$ cat config.mk
export PLATFORM = sky130hd
export DESIGN_NAME = seq_shifter_flat
export DESIGN_NICKNAME = d
export VERILOG_FILES = /design/src/rtl/shifter_pkg.sv /design/src/rtl/seq_shifter_if.sv /design/src/rtl/shift_step.sv /design/src/rtl/seq_shifter.sv /design/src/flat_wrapper.sv
export SDC_FILE = /design/constraint.sdc
export NUM_CORES = 1
export LEC_CHECK = 0
export BUFFER_PORTS_ARGS = -buffer_cell sky130_fd_sc_hd__clkbuf_2
export CAP_MARGIN = 20
export CORE_ASPECT_RATIO = 0.75
export CORE_MARGIN = 5
export CORE_UTILIZATION = 35
export CTS_BUF_LIST = sky130_fd_sc_hd__clkbuf_4
export DETAILED_ROUTE_END_ITERATION = 16
export GPL_ROUTABILITY_DRIVEN = 1
export PLACE_DENSITY = 0.68
export SETUP_SLACK_MARGIN = 0.1
export SYNTH_ARGS = -nofsm -noshare
export SYNTH_HDL_FRONTEND = slang
export SYNTH_HIERARCHICAL = 1
export SYNTH_SLANG_ARGS = --single-unit
$ cat constraint.sdc
create_clock -name clk -period 1.9 [get_ports clk]
set_input_delay 0.38 -clock clk [delete_from_list [all_inputs] [get_ports clk]]
set_output_delay 0.38 -clock clk [all_outputs]
set_load 0.005 [all_outputs]
$ cat src/rtl/shifter_pkg.sv
// Shared encodings and the reference barrel-shift function for the sequential shifter.
// The barrel function works on a MAX_W container so one definition serves any WIDTH up to 64.
package shifter_pkg;

    localparam int MAX_W = 64;

    typedef enum logic [1:0] {
        SH_PASS = 2'b00,
        SH_LSL  = 2'b01,
        SH_LSR  = 2'b10,
        SH_ASR  = 2'b11
    } sh_op_e;

    typedef enum logic [1:0] {
        IDLE  = 2'b00,
        SHIFT = 2'b01,
        DONE  = 2'b10
    } sh_state_e;

    typedef struct packed {
        logic [MAX_W-1:0] data;
        logic             carry;
    } sh_res_t;

    // Only the low 'width' bits of data are meaningful; amt must be below width.
    function automatic sh_res_t barrel_shift(input logic [MAX_W-1:0] data,
                                             input logic [1:0]       op,
                                             input int unsigned      amt,
                                             input int unsigned      width);
        sh_res_t          r;
        logic [MAX_W-1:0] mask;
        logic [MAX_W-1:0] src;
        logic [MAX_W-1:0] ext;
        logic [MAX_W-1:0] tmp;
        mask = (width >= MAX_W) ? '1 : ((MAX_W'(1) << width) - MAX_W'(1));
        src  = data & mask;
        tmp  = src >> (width - 1);
        ext  = tmp[0] ? (src | ~mask) : src;
        r.data  = src;
        r.carry = 1'b0;
        if (amt != 0) begin
            case (op)
                SH_LSL: begin
                    r.data  = (src << amt) & mask;
                    tmp     = src >> (width - amt);
                    r.carry = tmp[0];
                end
                SH_LSR: begin
                    r.data  = src >> amt;
                    tmp     = src >> (amt - 1);
                    r.carry = tmp[0];
                end
                SH_ASR: begin
                    r.data  = (ext >> amt) & mask;
                    tmp     = src >> (amt - 1);
                    r.carry = tmp[0];
                end
                default: ;
            endcase
        end
        return r;
    endfunction

endpackage

$ cat src/rtl/seq_shifter_if.sv
// Request/result bundle between the shifter and its client (ALU control).
interface seq_shifter_if #(
    parameter int WIDTH   = 16,
    parameter int SHAMT_W = $clog2(WIDTH)
);
    logic               start;
    logic [WIDTH-1:0]   in;
    logic [1:0]         op;
    logic [SHAMT_W-1:0] amt;
    logic [WIDTH-1:0]   sout;
    logic               carry;
    logic               busy;
    logic               done;

    modport master (output start, in, op, amt, input sout, carry, busy, done);
    modport slave  (input start, in, op, amt, output sout, carry, busy, done);
endinterface

$ cat src/rtl/shift_step.sv
// Single-position shifter: one bit of LSL/LSR/ASR plus the bit that falls off.
// Latency: combinational.
// Backpressure: none.
module shift_step
    import shifter_pkg::*;
#(
    parameter int WIDTH = 16
) (
    input  logic [WIDTH-1:0] data,
    input  sh_op_e           op,
    output logic [WIDTH-1:0] data_nxt,
    output logic             carry_out
);
    always_comb begin
        data_nxt  = data;
        carry_out = 1'b0;
        case (op)
            SH_LSL: begin
                data_nxt  = {data[WIDTH-2:0], 1'b0};
                carry_out = data[WIDTH-1];
            end
            SH_LSR: begin
                data_nxt  = {1'b0, data[WIDTH-1:1]};
                carry_out = data[0];
            end
            SH_ASR: begin
                data_nxt  = {data[WIDTH-1], data[WIDTH-1:1]};
                carry_out = data[0];
            end
            default: ;
        endcase
    end
endmodule

$ cat src/rtl/seq_shifter.sv
// Multi-cycle shifter with start/busy/done handshake; SHIFTER_BARREL_EN selects a one-shot barrel build.
// Latency: done after amt edges (iterative, 0 for pass/amt 0) or after the accepting edge (barrel).
// Backpressure: start is only sampled in IDLE; requests while busy are dropped, never queued.
module seq_shifter
    import shifter_pkg::*;
#(
    parameter int WIDTH   = 16,
    parameter int SHAMT_W = $clog2(WIDTH)
) (
    input logic          clk,
    input logic          rst_n,
    seq_shifter_if.slave bus
);
    sh_state_e        state_q, state_d;
    logic [WIDTH-1:0] data_q, data_d;
    logic             carry_q, carry_d;

`ifdef SHIFTER_BARREL_EN
    logic [WIDTH-1:0] bar_data;
    logic             bar_carry;

    always_comb begin
        sh_res_t r;
        r         = barrel_shift(MAX_W'(bus.in), bus.op, 32'(bus.amt), WIDTH);
        bar_data  = r.data[WIDTH-1:0];
        bar_carry = r.carry;
    end

    always_comb begin
        state_d = state_q;
        data_d  = data_q;
        carry_d = carry_q;
        case (state_q)
            IDLE: begin
                if (bus.start) begin
                    data_d  = bar_data;
                    carry_d = bar_carry;
                    state_d = DONE;
                end
            end
            DONE:    state_d = IDLE;
            default: state_d = IDLE;
        endcase
    end

    always_ff @(posedge clk or negedge rst_n) begin
        if (!rst_n) begin
            state_q <= IDLE;
            data_q  <= '0;
            carry_q <= 1'b0;
        end else begin
            state_q <= state_d;
            data_q  <= data_d;
            carry_q <= carry_d;
        end
    end
`else
    logic [SHAMT_W-1:0] cnt_q, cnt_d;
    sh_op_e             op_q, op_d;
    logic [WIDTH-1:0]   step_data;
    logic               step_carry;

    shift_step #(.WIDTH(WIDTH)) u_step (
        .data      (data_q),
        .op        (op_q),
        .data_nxt  (step_data),
        .carry_out (step_carry)
    );

    always_comb begin
        state_d = state_q;
        data_d  = data_q;
        carry_d = carry_q;
        cnt_d   = cnt_q;
        op_d    = op_q;
        case (state_q)
            IDLE: begin
                if (bus.start) begin
                    data_d  = bus.in;
                    cnt_d   = bus.amt;
                    op_d    = sh_op_e'(bus.op);
                    carry_d = 1'b0;
                    // Pass and zero-count requests have nothing to iterate.
                    if (sh_op_e'(bus.op) == SH_PASS || bus.amt == '0) begin
                        state_d = DONE;
                    end else begin
                        state_d = SHIFT;
                    end
                end
            end
            SHIFT: begin
                data_d  = step_data;
                carry_d = step_carry;
                cnt_d   = cnt_q - SHAMT_W'(1);
                if (cnt_q == SHAMT_W'(1)) begin
                    state_d = DONE;
                end
            end
            DONE:    state_d = IDLE;
            default: state_d = IDLE;
        endcase
    end

    always_ff @(posedge clk or negedge rst_n) begin
        if (!rst_n) begin
            state_q <= IDLE;
            data_q  <= '0;
            carry_q <= 1'b0;
            cnt_q   <= '0;
            op_q    <= SH_PASS;
        end else begin
            state_q <= state_d;
            data_q  <= data_d;
            carry_q <= carry_d;
            cnt_q   <= cnt_d;
            op_q    <= op_d;
        end
    end
`endif

    assign bus.sout  = data_q;
    assign bus.carry = carry_q;
    assign bus.busy  = (state_q != IDLE);
    assign bus.done  = (state_q == DONE);

endmodule

$ cat src/flat_wrapper.sv
// flat-port wrapper written by rule: the top's interface ports become plain ports
module seq_shifter_flat import shifter_pkg::*;
#(
    parameter int WIDTH   = 16,
    parameter int SHAMT_W = $clog2(WIDTH)
)
  (clk, rst_n, bus_start, bus_in, bus_op, bus_amt, bus_sout, bus_carry, bus_busy, bus_done);
  seq_shifter_if #(.WIDTH(WIDTH), .SHAMT_W(SHAMT_W)) bus_i ();
  input logic clk;
  input logic rst_n;
  input wire logic [$bits(bus_i.start)-1:0] bus_start;
  input wire logic [$bits(bus_i.in)-1:0] bus_in;
  input wire logic [$bits(bus_i.op)-1:0] bus_op;
  input wire logic [$bits(bus_i.amt)-1:0] bus_amt;
  output wire logic [$bits(bus_i.sout)-1:0] bus_sout;
  output wire logic [$bits(bus_i.carry)-1:0] bus_carry;
  output wire logic [$bits(bus_i.busy)-1:0] bus_busy;
  output wire logic [$bits(bus_i.done)-1:0] bus_done;
  assign bus_i.start = bus_start;
  assign bus_i.in = bus_in;
  assign bus_i.op = bus_op;
  assign bus_i.amt = bus_amt;
  assign bus_sout = bus_i.sout;
  assign bus_carry = bus_i.carry;
  assign bus_busy = bus_i.busy;
  assign bus_done = bus_i.done;
  seq_shifter #(.WIDTH(WIDTH), .SHAMT_W(SHAMT_W)) u_core (.clk(clk), .rst_n(rst_n), .bus(bus_i));
endmodule
==> run metrics <==
Synth area leaders=dfrtp_1 39%, mux2i_1 19%, nand2_1 8.3%; CP required=between 1500 and 2000 ps; Reg2Reg Launch Point=u_core/state_q[0]; largest net degree at the start of global routing=41; vias in the first global route=about 1300; Critical Path Sink Type=primary output; setup TNS=0 ps; Switching Power=1.39 mW; post-synth net total=a little under 200; Least-Margin Pin Slew=620 ps; Die X=87.7 um; RSZ-0062 raised after global routing=false; post-cts resize count=0; Mapped Cells=roughly 170; clock sinks=25; antenna cells=0; Max Root-Sink Buffers=2; Setup-failing EPs final=0; WS Path Type=reg -> out; DRC violations left=0; worst endpoint data arrival time=1180 ps; clock slew at reported path FFs=140 ps; CTS tree=yes; crit path buf inv count=2; H-Tree Level Count=1; worst clock skew=10.0 ps; GRT Total Usage=0.130; period utilization=0.820; core box area=4410 um^2; die area=5990 um^2; share of layout cells above drive strength 1=0.264; max_cap viols=0; worst skew pair latency=between 300 and 400 ps; synth unique cells=32; Main synth FF type=dfrtp_1; worst path cell trace=nor2_1, inv_1, clkbuf_2; postcts setup bufs=0; Placed Area=1830 um^2; Post-synth ARST share=1.00; cell at the slowest stage of the critical path=dfrtp_1; routability cong.=roughly 0.77; IO buf count=43; CP max stage delay=530 ps; status=finished clean; Initial Utilization=0.359; CP max FO=13; Final Hold Fails=0; commonest cells in the synthesized netlist=35 x nand2_1, 30 x mux2i_1, 25 x dfrtp_1; post-synthesis sequential area ratio=0.395; synthesis-stage register bit count=25; DRT Pass-1 Iters=4; Post-Syn Area per Cell=9.22 um^2; Post-Route WL=3530 um; worst min path class=in -> async; Rows=21; Root Buffer=clkbuf_4; Mapped Area=about 1600 um^2; sequential power share=0.369; via/cell ratio=just under 5; Synth area leader=dfrtp_1; Leak Pwr=0.889 nW; power per cell area=1690 nW/um^2; post-route ant nets=0; first-pass GRT wire length=between 6000 and 7000 um; initial DRC count=37; top-count cell post-synth=nand2_1; warnings from Yosys=6; Max Freq=around 640 MHz; reg2reg end=u_core/bus.sout[11]; DR vias=~1300; # IOs=44; hold-fix buffers at CTS=0; Routed WL per cell=roughly 13 um; initial antenna violation count=0; switching share of total power=0.443; Die Span Y=68.3 um; Synth top area share=0.395; Worst IR Drop VDD=between 500 and 600 uV; Startpoint Class=flop; final instance area=~1900 um^2; R2R depth=4; gr ovfl total=0; Power Internal=1.75 mW; final net count=240; Clock power frac=0.080; Post-synth EDFFs=0; area added between synthesis and finish=17.0%; cts bufs inserted=3; Worst slew margin=0.587; Final Max Slew Viols=0; HPWL after DPL=between 2000 and 3000 um; min Tclk post-route=1560 ps; flop2flop setup slack=370 ps; crit-path leading delay family=flip-flops; Comb power frac=0.551
[metrics by stage]
step,util,hold slack [ps],std cells,total power [mW],setup slack (ps)
2_1_floorplan,-,84.4,172,2.48,700
3_3_place_gp,0.414,430,265,2.87,460
3_5_place_dp,0.414,434,265,2.92,381
4_1_cts,0.420,67.1,269,3.18,325
5_1_grt,0.420,88.9,269,3.49,188
6_report,0.420,42.9,269,3.14,342
[sequential cells by signal, indices dropped and copies added (netlist names)]
name	cells
u_core/bus.carry	1
u_core/bus.sout	16
u_core/op_q	2
u_core/state_q	2
u_core/cnt_q	4
[final cells by class]
class	count	area, um^2
Multi-Input combinational cell	131	848
Inverter	4	15.0
Sequential cell	25	626
Clock buffer	4	30.0
Tap cell	57	71.3
Timing Repair Buffer	48	265
Fill cell	466	2560
[how the worst max path moves through the flow]
stage | start | endpoint | slack [ps] | cells after the start
2_1_floorplan | u_core/state_q[1] | u_core/bus.sout[1] | 700 | 5
3_3_place_gp | u_core/state_q[0] | u_core/bus.sout[6] | 460 | 4
3_5_place_dp | u_core/state_q[0] | u_core/bus.sout[11] | 380 | 4
4_1_cts | u_core/state_q[0] | bus_busy | 320 | 3
5_1_grt | u_core/state_q[0] | bus_busy | 190 | 3
6_report | u_core/state_q[0] | bus_busy | 340 | 3
[cells in the final DEF (no fill, tap or decap), types with 2 or more instances in the layout]
cell type / n
mux2_2: 2
dfrtp_1: 25
nand2_1: 35
mux2i_1: 30
a22o_1: 3
a21oi_1: 4
nor2_1: 4
clkbuf_2: 43
o21ai_1: 16
clkbuf_4: 4
nor2b_1: 2
nor3b_1: 3
buf_4: 4
o21ai_0: 16
ha_1: 2
inv_1: 4
[power by group through the flow]
stage,registers (mW),clock network (mW),logic [mW]
floorplan,1.07,0,1.41
global placement,1.16,0,1.71
detailed placement,1.17,0,1.75
CTS,1.16,0.270,1.76
global route,1.22,0.293,1.98
finish,1.16,0.252,1.73
[kinds of logic after synthesis]
logic type / after synthesis / synth area share
fa+ha+maj: 2 / 0.0158
buf+inv: 16 / 0.0726
simple gates: 50 / 0.140
mux: 33 / 0.211
flops: 25 / 0.395
compound gates: 46 / 0.167
[layer usage]
metal,routed length [um],GRT usage,vias to the layer above
met5,0,0,-
met1,1690,0.168,600
met2,1570,0.211,26
met4,11,0.0230,0
met3,260,0.0481,2
li1,-,-,687
No activity file was read; power rests on OpenSTA's default activity.
